File: src/rtl/descrambler.sv
`default_nettype none
// ============================================================================
//  Module   : descrambler
//  Purpose  : Serial x^7+x^4+1 frame descrambler. The first seven received
//             bits seed the LFSR, the rest of SERVICE is checked for zeros,
//             and the following Length bits are emitted as descrambled data.
//  Revision : 1.0 - initial release
// ============================================================================
module descrambler #(
    parameter int LEN_WIDTH    = 16,
    parameter int SERVICE_BITS = 16
) (
    input  logic                 clk,
    input  logic                 rst,
    input  logic                 i_start,
    input  logic [LEN_WIDTH-1:0] i_length,
    input  logic                 i_input,
    input  logic                 i_input_valid,
    output logic                 o_output,
    output logic                 o_output_valid,
    output logic                 o_busy,
    output logic                 o_done,
    output logic                 o_service_err
);

    localparam int                   c_SEED_BITS = 7;
    localparam int                   c_SVC_W     = $clog2(SERVICE_BITS + 1);
    localparam logic [c_SVC_W-1:0]   c_SEED_LAST = c_SVC_W'(c_SEED_BITS - 1);
    localparam logic [c_SVC_W-1:0]   c_SVC_LAST  = c_SVC_W'(SERVICE_BITS - 1);
    localparam logic [c_SVC_W-1:0]   c_SVC_ONE   = c_SVC_W'(1);
    localparam logic [LEN_WIDTH-1:0] c_LEN_ONE   = LEN_WIDTH'(1);

    localparam logic [1:0] c_IDLE    = 2'd0;
    localparam logic [1:0] c_SEED    = 2'd1;
    localparam logic [1:0] c_SERVICE = 2'd2;
    localparam logic [1:0] c_DATA    = 2'd3;

    logic [1:0]           r_state,     w_state_nxt;
    logic [6:0]           r_sreg,      w_sreg_nxt;
    logic [c_SVC_W-1:0]   r_svc_cnt,   w_svc_cnt_nxt;
    logic [LEN_WIDTH-1:0] r_cnt,       w_cnt_nxt;
    logic [LEN_WIDTH-1:0] r_len,       w_len_nxt;
    logic                 r_out,       w_out_nxt;
    logic                 r_out_valid, w_out_valid_nxt;
    logic                 r_done,      w_done_nxt;
    logic                 r_svc_err,   w_svc_err_nxt;

    logic                 w_key;
    logic                 w_desc;
    logic                 w_last_data;

    assign w_key       = r_sreg[6] ^ r_sreg[3];
    assign w_desc      = i_input ^ w_key;
    // Counting from zero and comparing against Length-1 keeps the counter
    // below Length, so the full-scale Length never wraps it.
    assign w_last_data = (r_cnt == (r_len - c_LEN_ONE));

    always_comb begin
        w_state_nxt     = r_state;
        w_sreg_nxt      = r_sreg;
        w_svc_cnt_nxt   = r_svc_cnt;
        w_cnt_nxt       = r_cnt;
        w_len_nxt       = r_len;
        w_out_nxt       = r_out;
        w_out_valid_nxt = 1'b0;
        w_done_nxt      = 1'b0;
        w_svc_err_nxt   = r_svc_err;

        if (i_start) begin
            w_state_nxt   = c_SEED;
            w_len_nxt     = i_length;
            w_cnt_nxt     = '0;
            w_svc_cnt_nxt = '0;
            w_svc_err_nxt = 1'b0;
        end else if (i_input_valid) begin
            case (r_state)
                c_SEED: begin
                    w_sreg_nxt    = {r_sreg[5:0], i_input};
                    w_svc_cnt_nxt = r_svc_cnt + c_SVC_ONE;
                    if (r_svc_cnt == c_SEED_LAST) begin
                        w_state_nxt = c_SERVICE;
                    end
                end
                c_SERVICE: begin
                    w_sreg_nxt    = {r_sreg[5:0], w_key};
                    w_svc_cnt_nxt = r_svc_cnt + c_SVC_ONE;
                    if (w_desc) begin
                        w_svc_err_nxt = 1'b1;
                    end
                    if (r_svc_cnt == c_SVC_LAST) begin
                        if (r_len != '0) begin
                            w_state_nxt = c_DATA;
                        end else begin
                            w_state_nxt = c_IDLE;
                            w_done_nxt  = 1'b1;
                        end
                    end
                end
                c_DATA: begin
                    w_sreg_nxt      = {r_sreg[5:0], w_key};
                    w_out_nxt       = w_desc;
                    w_out_valid_nxt = 1'b1;
                    if (w_last_data) begin
                        w_state_nxt = c_IDLE;
                        w_done_nxt  = 1'b1;
                    end else begin
                        w_cnt_nxt = r_cnt + c_LEN_ONE;
                    end
                end
                default: begin
                    w_state_nxt = r_state;
                end
            endcase
        end
    end

    always_ff @(posedge clk) begin
        if (rst) begin
            r_state     <= c_IDLE;
            r_sreg      <= '0;
            r_svc_cnt   <= '0;
            r_cnt       <= '0;
            r_len       <= '0;
            r_out       <= 1'b0;
            r_out_valid <= 1'b0;
            r_done      <= 1'b0;
            r_svc_err   <= 1'b0;
        end else begin
            r_state     <= w_state_nxt;
            r_sreg      <= w_sreg_nxt;
            r_svc_cnt   <= w_svc_cnt_nxt;
            r_cnt       <= w_cnt_nxt;
            r_len       <= w_len_nxt;
            r_out       <= w_out_nxt;
            r_out_valid <= w_out_valid_nxt;
            r_done      <= w_done_nxt;
            r_svc_err   <= w_svc_err_nxt;
        end
    end

    assign o_output       = r_out;
    assign o_output_valid = r_out_valid;
    assign o_busy         = (r_state != c_IDLE);
    assign o_done         = r_done;
    assign o_service_err  = r_svc_err;

endmodule
`default_nettype wire

File: config.mk
export PLATFORM = sky130hd
export DESIGN_NAME = descrambler
export DESIGN_NICKNAME = d
export VERILOG_FILES = /design/src/rtl/descrambler.sv
export SDC_FILE = /design/constraint.sdc
export NUM_CORES = 1
export LEC_CHECK = 0
export BUFFER_PORTS_ARGS = -buffer_cell sky130_fd_sc_hd__buf_2
export CAP_MARGIN = 20
export CORE_ASPECT_RATIO = 1.2
export CORE_MARGIN = 2
export CORE_UTILIZATION = 55
export CTS_BUF_LIST = sky130_fd_sc_hd__clkbuf_2 sky130_fd_sc_hd__clkbuf_4 sky130_fd_sc_hd__clkbuf_8
export DETAILED_ROUTE_END_ITERATION = 12
export PLACE_DENSITY = 0.81
export SETUP_SLACK_MARGIN = 0.5
export SLEW_MARGIN = 20
export SYNTH_ARGS = -nofsm -noshare
export SYNTH_HDL_FRONTEND = slang
export SYNTH_SLANG_ARGS = --single-unit
File: constraint.sdc
create_clock -name clk -period 5.75 [get_ports clk]
set_input_delay 0.575 -clock clk [delete_from_list [all_inputs] [get_ports clk]]
set_output_delay 0.575 -clock clk [all_outputs]
set_load 0.01 [all_outputs]
# [Word-level counts from Yosys, hierarchy flattened]
# Cells that the tools add are included.
[op_classes] div_mod_pow=0 n_mux=13 eq_ne=12 order_cmp=0 addsub=3 n_reduce_logical=17 shifts=0 multipliers=0 bitwise_logic=5
[op_table] operator="$add A16 B1 Y16 const B" count=1
[op_table] operator="$eq A16 B16 Y1" count=1
[op_table] operator="$reduce_bool A16 Y1" count=1
[op_table] operator="$sub A16 B1 Y16 const B" count=1
[op_table] operator="$pmux W7 S2" count=1
[op_table] operator="$reduce_and A3 Y1" count=4
[op_table] operator="$reduce_and A5 Y1" count=2
[op_table] operator="$ne A3 B3 Y1 const B" count=3
[op_table] operator="$mux W2" count=4
[op_table] operator="$mux W1" count=6
[op_table] operator="$ne A2 B2 Y1 const B" count=3
[op_table] operator="$pmux W2 S3" count=1
[op_table] operator="$reduce_bool A2 Y1" count=3
[op_table] operator="$reduce_or A2 Y1" count=3
[op_table] operator="$add A5 B1 Y5 const B" count=1
[op_table] operator="$eq A5 B3 Y1 const B" count=1
[op_table] operator="$eq A5 B4 Y1 const B" count=1
[op_table] operator="$eq A2 B2 Y1 const B" count=2
[op_table] operator="$reduce_bool A4 Y1" count=1
[op_table] operator="$not A1 Y1" count=3
[op_table] operator="$reduce_bool A3 Y1" count=1
[op_table] operator="$reduce_or A3 Y1" count=1
[op_table] operator="$eq A2 B1 Y1 const B" count=1
[op_table] operator="$pmux W1 S2" count=1
[op_table] operator="other kinds (2)" count=3
[totals] register_bits=50 latchBits=0 output_inout_bits=5 ram_bits=0 word_cells=60 in_bits=21 n_memories=0 rom_bits=0

# [Depth between registers and ports, before layout]
# Gate-level depths: netlist of run 1.
[depth] depth_word=6 depth_mapped=11 depth_no_buf=10

# [Worst setup path after synthesis of run 1]
# No wires, ideal clock.
[synth_timing] path_type="reg2reg" start="register r_len[0]" end="register r_cnt[13]" arrival_ps=2416 setup_time_ps=115 synth_period_minus_slack_ps=2531 n_path_buf=0 t_required_ps=5635 setup_slack_ps=3219 stages_incl_launch_ff=11 cell_sequence="dfxtp_1 > inv_1 > ha_1 > nor3b_1 > and4b_4 > mux2i_1 > or3b_4 > a21oi_4 > a2111oi_4 > and3_1 > o21a_1"
[synth_via] elab_chain_len=4
[synth_lines] item="start, declared" line_no="42" rtl="logic [LEN_WIDTH-1:0] r_len, w_len_nxt;"
[synth_lines] item="start signal, assigned" line_no="133" rtl="r_len <= w_len_nxt;"
[synth_lines] item="$sub A16 B1 Y16" line_no="56" rtl="assign w_last_data = (r_cnt == (r_len - c_LEN_ONE));"
[synth_lines] item="$eq A16 B16 Y1" line_no="56"
[synth_lines] item="$not A1 Y1 (no line)"
[synth_lines] item="$reduce_and A3 Y1 (no line)"
[synth_lines] item="end signal, assigned" line_no="132" rtl="r_cnt <= w_cnt_nxt;"
[synth_lines] item="end, declared" line_no="41" rtl="logic [LEN_WIDTH-1:0] r_cnt, w_cnt_nxt;"
# No other way between the ends.
# A chain may end at the register's enable or synchronous reset.

# [Worst setup path in the final report of run 1]
[layout_timing] start="register r_len[0]" end="register r_cnt[12]"
# Same word-level chain as after synthesis.

==> results of run 1 <==
-- per-layer routing --
layer / share of wire [%] / up-vias / GRT usage (%) / wire [um]
met3: 4.6 / 9 / 4.37 / 266
met1: 42 / 1124 / 23.6 / 2450
met4: 1.5 / 0 / 6.64 / 85
met2: 52 / 48 / 36.8 / 2980
li1: - / 1154 / - / -
met5: 0 / - / 0 / 0
-- flip-flops by register name, indices dropped and copies added, names as in the netlist --
| register | count |
|---|---|
| o_output_valid | 1 |
| o_output | 1 |
| r_sreg | 7 |
| r_svc_cnt | 5 |
| r_len | 16 |
| r_state | 2 |
| o_service_err | 1 |
| r_cnt | 16 |
| o_done | 1 |
-- cell type report --
class / instances / share of cell area, %
clock buffer: 5 / 2.21
timing repair buffer: 26 / 4.25
clock inverter: 3 / 1.40
tap: 60 / 2.41
multi-input combinational: 238 / 55.6
inverter: 17 / 2.05
sequential: 50 / 32.1
-- cells in the mapped netlist, types with 3 or more instances --
cell type	n	area [um2]
mux2i_1	30	300
ha_1	10	125
a21o_1	3	22.5
nand2_1	15	56.3
dfxtp_1	50	1000
nor2b_1	4	25.0
nand4b_1	3	26.3
a21oi_1	10	50.1
inv_1	17	63.8
nor2_1	47	176
xor2_1	6	52.6
nor3_1	6	30.0
and3_1	8	50.1
o21ai_0	3	15.0
nand4_1	8	50.1
xnor2_1	22	193
a211oi_1	11	82.6
clkbuf_1	8	30.0
a31o_2	3	26.3
nand3_1	13	65.1
-- logic make-up after synthesis --
logic type	Yosys count	synth area share [%]
mux	31	11.3
flops	50	35.0
fa+ha+maj	10	4.38
buf+inv	30	4.38
compound gates	44	12.5
xor+xnor	28	8.58
simple gates	125	23.9
-- per-stage QoR --
step,total power (uW),setup slack [ns]
2_1_floorplan,455,3.22
3_3_place_gp,475,3.07
3_5_place_dp,478,2.98
4_1_cts,728,2.97
5_1_grt,751,2.75
6_report,720,2.97
-- worst register-to-register path, stage by stage (launching register included) --
cell     delay [ns]
dfxtp_1        0.36
inv_1          0.07
ha_1           0.20
nor3b_1        0.34
and4b_4        0.32
mux2i_1        0.08
or3b_4         0.42
a21oi_4        0.37
a21oi_1        0.23
nand4_1        0.16
mux2i_1        0.18
-- report_power, final --
part / leakage, uW / switching, uW / internal, uW
Clock: 0.0000585 / 119 / 130
Combinational: 0.000738 / 57.5 / 44.8
Sequential: 0.000406 / 13.4 / 355
-- worst max path at each step --
stage               depth (start not counted)        end
global placement                           10  r_cnt[13]
detailed placement                         10  r_cnt[13]
global route                               10  r_cnt[14]
CTS                                        10  r_cnt[12]
floorplan                                  10  r_cnt[13]
finish                                     10  r_cnt[12]
==> qor.log, run 1 <==
[drt] wire per inst 14.5 um
[synth] synthesized area 2860 um2
[worst_setup_path] worst flop-to-flop path startpoint r_len[0]
[synth] Ys Warns 0
[clocking] buffers inserted by post-CTS timing repair 0
[place] weighted congestion at the end of routability-driven global placement 0.792
[finish] area growth from synthesis to layout 9.06%
[power] Worst VDD drop 0.203 mV
[timing] final slew viol count 0
[global_routing] GR Util All Layers 20.4%
[global_routing] final global-route overflow total 0
[die] die outline width 69.8 um
[timing] setup TNS 0 ns
[die] core region area 4970 um2
[worst_setup_path] CP bufs+invs 1
[finish] non-filler cells in the finished layout 399
[global_routing] pin count of the biggest net entering global routing 32
[worst_setup_path] flop-to-flop setup slack 2.97 ns
[worst_setup_path] R2R cell count 10
[timing] worst rel slew slack 56.0%
[drt] mean number of vias per cell 5.85
[hold_path] origin of the worst min-delay path o_service_err
[worst_setup_path] critical path type reg -> reg
[clocking] Resized Gates After CTS 0
[worst_setup_path] crit path launch type flip-flop
[hold_path] Worst Hold Path EP o_service_err
[worst_setup_path] Top Family by Delay on Critical Path simple AND/OR/NAND/NOR gates
[drt] Pre-Repair DR Iteration Count 4
[run] max cap viols 0
[clocking] deepest clock path buffer count 2
[timing] Worst Tran Pin Value 0.658 ns
[drt] total via count in the routed design 2335
[finish] top library cells by usage in the layout, fill and taps aside dfxtp_1 (50), nor2_1 (47), mux2i_1 (30)
[clocking] clock latency of the later-clocked register in the worst-skew pair 0.30 ns
[worst_setup_path] Max Fanout on Critical Path 10
[die] Ports 26
[die] Die Span Y 83.0 um
[drt] DR iter-0 viols 82
[synth] Synth Register Bits 50
[timing] worst hold margin 0.481 ns
[place] HPWL after detailed placement 4.22 mm
[clocking] clk sinks 50
[clocking] Clock H-tree levels 2
[finish] layout cells sized above 1 15.0%
[finish] multi-input combinational cell area 1730 um2
[global_routing] number of antenna violations at the first check in global routing 0
[worst_setup_path] Critical Path Slowest Stage Cell or3b_4
[timing] skew final 0.00422 ns
[worst_setup_path] WP data required 5.99 ns
[finish] sequential cell area 1000 um2
[timing] count of final setup violators 0
[hold_path] worst hold path cell count 2
[synth] sequential element share of the synthesized area 35.0%
[finish] final antenna diode count 0
[finish] most common library cell in the layout ignoring fill and taps dfxtp_1
[outcome] run status completed
[worst_setup_path] most used cell along the critical path mux2i_1
[clocking] register clock-pin slew on the reported worst setup and hold paths 0.09 ns
[worst_setup_path] crit path cell chain inv_1 > ha_1 > nor3b_1 > and4b_4 > mux2i_1 > or3b_4 > a21oi_4 > a21oi_1 > nand4_1 > mux2i_1
[worst_setup_path] crit-path max cell delay 0.42 ns
[clocking] total of hold buffers inserted after clock tree synthesis 0
[synth] synthesized netlist cell count 318
[die] total number of placement rows 28
[worst_setup_path] capturing element type of the critical path flip-flop
[place] instance count after placement with tap cells included 391
[die] initial core utilization 57.5%
[global_routing] number of global-route vias before repair 2255
[global_routing] global-route wire length before repair 9.89 mm
[synth] library cells used by synthesis 53
[finish] number of nets in the layout 369
[finish] final core utilization 62.7%
[timing] final clock period utilization by the worst path 48.3%
[worst_setup_path] data arrival time of the worst path 3.01 ns
[synth] nets in the synthesized netlist 349
[clocking] Clock Tree Root clkbuf_8
[die] area of the die 5790 um2
[drt] detailed-route DRC error count 0
[clocking] CTS Buf Count 5
[worst_setup_path] crit path from r_len[0]
[worst_setup_path] Worst R2R End r_cnt[12]
[drt] antenna-violating nets left 0
[timing] setup repair after global routing missed its margin false
[synth] share of flip-flops with an asynchronous set or reset 0%
[timing] final number of hold-violating endpoints 0
[timing] Max Fclk 0.360 GHz
[synth] number of flops mapped to enable cells by yosys 0
[power] leakage power figure 0.00120 uW
[synth] top flip-flop cell by instance count after synthesis dfxtp_1
[drt] total wirelength of the detailed-routed design 5.78 mm
[finish] cell area after layout 3120 um2
[place] placed cell area 3010 um2
[power] Cell Pwr Density 231 nW/um2
[place] # port buffers 25
[clocking] TritonCTS clock tree yes
[timing] post-layout minimum cycle time 2.78 ns
[finish] fill cell total of the finished layout 424
[hold_path] Tightest Hold Check Type reg -> reg
[synth] syn_area_per_cell 8.99 um2
Power figures use the tool's default switching activity.
==> inputs of run 2 (changes only) <==
--- a/config.mk
+++ b/config.mk
@@ -12,7 +12,7 @@
 export CORE_UTILIZATION = 55
 export CTS_BUF_LIST = sky130_fd_sc_hd__clkbuf_2 sky130_fd_sc_hd__clkbuf_4 sky130_fd_sc_hd__clkbuf_8
 export DETAILED_ROUTE_END_ITERATION = 12
-export PLACE_DENSITY = 0.81
+export PLACE_DENSITY = 0.84
 export SETUP_SLACK_MARGIN = 0.5
 export SLEW_MARGIN = 20
 export SYNTH_ARGS = -nofsm -noshare
==> constraint.sdc (replaced) <==
create_clock -name clk -period 2.4 [get_ports clk]
set_input_delay 0.24 -clock clk [delete_from_list [all_inputs] [get_ports clk]]
set_output_delay 0.24 -clock clk [all_outputs]
set_load 0.01 [all_outputs]
==> qor.log, run 2 (synthesis gave the netlist of run 1 again) <==
[outcome] run status finished, violations left
[worst_setup_path] critical path type reg -> reg
[worst_setup_path] flop-to-flop setup slack -0.08 ns [-3.06 ns]
[die] die outline width 69.8 um [unchanged]
[hold_path] Worst Hold Path EP r_len[10]
[hold_path] worst hold path cell count 3 [+1]
[drt] detailed-route DRC error count 0 [unchanged]
[timing] Max Fclk 0.403 GHz [+12%]
[clocking] CTS Buf Count 5 [unchanged]
[worst_setup_path] Worst R2R End r_cnt[9]
[power] switching share of power 26.9% [+0.51 points]
[global_routing] pin count of the biggest net entering global routing 32 [unchanged]
[global_routing] GR Util All Layers 23.6% [+3.3 points]
[worst_setup_path] WP data required 2.58 ns [-3.41 ns]
[clocking] Clock H-tree levels 2 [unchanged]
[timing] worst rel slew slack 58.7% [+2.7 points]
[die] area of the die 5790 um2 [unchanged]
[timing] final number of hold-violating endpoints 0 [unchanged]
[power] net switching power 498 uW [+160%]
[power] share of power burned in registers 47.6% [-3.6 points]
[finish] top library cells by usage in the layout, fill and taps aside nor2_1 (47), dfxtp_1 (47), buf_4 (32)
[timing] final slew viol count 0 [unchanged]
[clocking] deepest clock path buffer count 2 [unchanged]
[power] clock network fraction of total power 32.1% [-2.5 points]
[global_routing] number of antenna violations at the first check in global routing 0 [unchanged]
[die] Ports 26 [unchanged]
[worst_setup_path] crit path launch type flip-flop
[clocking] TritonCTS clock tree yes
[die] core region area 4970 um2 [unchanged]
[drt] DR iter-0 viols 132 [+61%]
[power] Cell Pwr Density 520 nW/um2 [+130%]
[finish] largest registers r_cnt (16), r_len (16), r_sreg (7)
[clocking] clock latency of the later-clocked register in the worst-skew pair 0.30 ns [about the same]
[drt] total via count in the routed design 2535 [+8.6%]
[worst_setup_path] capturing element type of the critical path flip-flop
[drt] wire per inst 15.6 um [+7.5%]
[timing] least setup slack across all paths after layout -0.0836 ns [-3.06 ns]
[global_routing] number of global-route vias before repair 2558 [+13%]
[power] overall power 1850 uW [+160%]
[power] cell internal power dissipation 1350 uW [+160%]
[timing] skew final 0.00696 ns [+0.00274 ns]
[timing] setup TNS -0.322 ns [-0.322 ns]
[power] leakage power figure 0.00142 uW [+18%]
[power] Worst VDD drop 0.419 mV [+110%]
[clocking] Clock Tree Root clkbuf_8
[run] max cap viols 0 [unchanged]
[global_routing] global-route wire length before repair 11.3 mm [+14%]
[finish] layout cells sized above 1 29.9% [+15 points]
[worst_setup_path] Max Fanout on Critical Path 6 [-4]
[hold_path] Tightest Hold Check Type in -> reg
[worst_setup_path] R2R cell count 11 [+1]
[drt] antenna-violating nets left 0 [unchanged]
[worst_setup_path] data arrival time of the worst path 2.67 ns [-0.34 ns]
[timing] final clock period utilization by the worst path 103% [+55 points]
[place] HPWL after detailed placement 4.44 mm [+5.2%]
[place] # port buffers 25 [unchanged]
[clocking] register clock-pin slew on the reported worst setup and hold paths 0.09 ns [about the same]
[global_routing] final global-route overflow total 0 [unchanged]
[outcome] violated checks negative setup slack
[finish] final antenna diode count 0 [unchanged]
[clocking] clk sinks 50 [unchanged]
[hold_path] origin of the worst min-delay path i_length[10]
[place] placement-stage worst setup slack -0.0939 ns [-3.07 ns]
[finish] number of nets in the layout 404 [+9.5%]
[clocking] total of hold buffers inserted after clock tree synthesis 0 [unchanged]
[drt] Pre-Repair DR Iteration Count 4 [unchanged]
[power] combinational share of power 20.3% [+6.1 points]
[timing] Worst Tran Pin Value 0.619 ns [-0.0385 ns]
[drt] total wirelength of the detailed-routed design 6.75 mm [+17%]
[die] Die Span Y 83.0 um [unchanged]
[die] total number of placement rows 28 [unchanged]
[place] weighted congestion at the end of routability-driven global placement 0.876 [+11%]
[timing] setup repair after global routing missed its margin true
[finish] area growth from synthesis to layout 24.6%
[timing] count of final setup violators 10 [+10]
[timing] post-layout minimum cycle time 2.48 ns [-0.293 ns]
[drt] mean number of vias per cell 5.84 [-0.19%]
[worst_setup_path] worst flop-to-flop path startpoint r_len[0]
[die] initial core utilization 57.5% [unchanged]
## run 2: cell count changes in the layout (fill, tap and decap cells not counted), sizes merged
cell	previous run	this run
buf	26	61
## run 2: metal layers
layer / wire [um] / global-route usage [%] / vias to the layer above
met2: 3600 / 43.9 / 70
met5: 0 / 0 / -
met3: 242 / 4.73 / 20
met1: 2720 / 25.2 / 1214
met4: 187 / 10.8 / 0
li1: - / - / 1231
## run 2: worst max-delay path, stage by stage (launching register included)
cell and delay, ns:
dfxtp_2 0.34, inv_2 0.06, ha_4 0.15, nor3b_4 0.20, and4b_4 0.30, xor2_1 0.16, o31a_1 0.22, a21oi_4 0.13
buf_4 0.16, a2111oi_2 0.43, xnor2_1 0.16, nor2_1 0.05
## run 2: cell type report
cell class                 instances  area [um2]
clock buffer                       5        68.8
clock inverter                     3        43.8
fill                             348        1410
inverter                          17        63.8
multi-input combinational        238        1900
sequential                        50        1000
tap                               60        75.1
timing repair buffer              61         410
## run 2: per-stage QoR
step | util [%] | hold WS (ns) | instance area (um2) | cells
after floorplan | - | 0.387 | 2910 | 318
after global placement | 64.8 | 0.450 | 3220 | 414
after detailed placement | 64.8 | 0.473 | 3220 | 414
after CTS | 70.1 | 0.166 | 3490 | 430
after global routing | 71.6 | 0.172 | 3560 | 434
final | 71.6 | 0.164 | 3560 | 434
## run 2: how the worst max path moves through the flow
stage | from | end | slack (ns) | cells past startpoint
2_1_floorplan | r_len[0] | r_cnt[13] | 0.11 | 10
3_3_place_gp | r_len[1] | r_cnt[8] | -0.007 | 11
3_5_place_dp | r_len[1] | r_cnt[8] | -0.09 | 11
4_1_cts | r_len[1] | r_cnt[13] | -0.05 | 10
5_1_grt | r_len[0] | r_cnt[13] | -0.21 | 12
6_report | r_len[0] | r_cnt[9] | -0.08 | 11
## run 2: power by group through the flow
stage / Sequential (uW) / Combinational (uW) / Clock, uW
after floorplan: 893 / 210 / 0
after detailed placement: 897 / 305 / 0
after global placement: 896 / 295 / 0
final: 881 / 376 / 595
after CTS: 880 / 347 / 604
after global routing: 884 / 407 / 646
## run 2: repair_timing
item                       CTS  global route
cloned                       0             0
gates resized for setup     18             8
setup buffers                8             4
pin swaps                   14            19
setup endpoints to repair   19            19
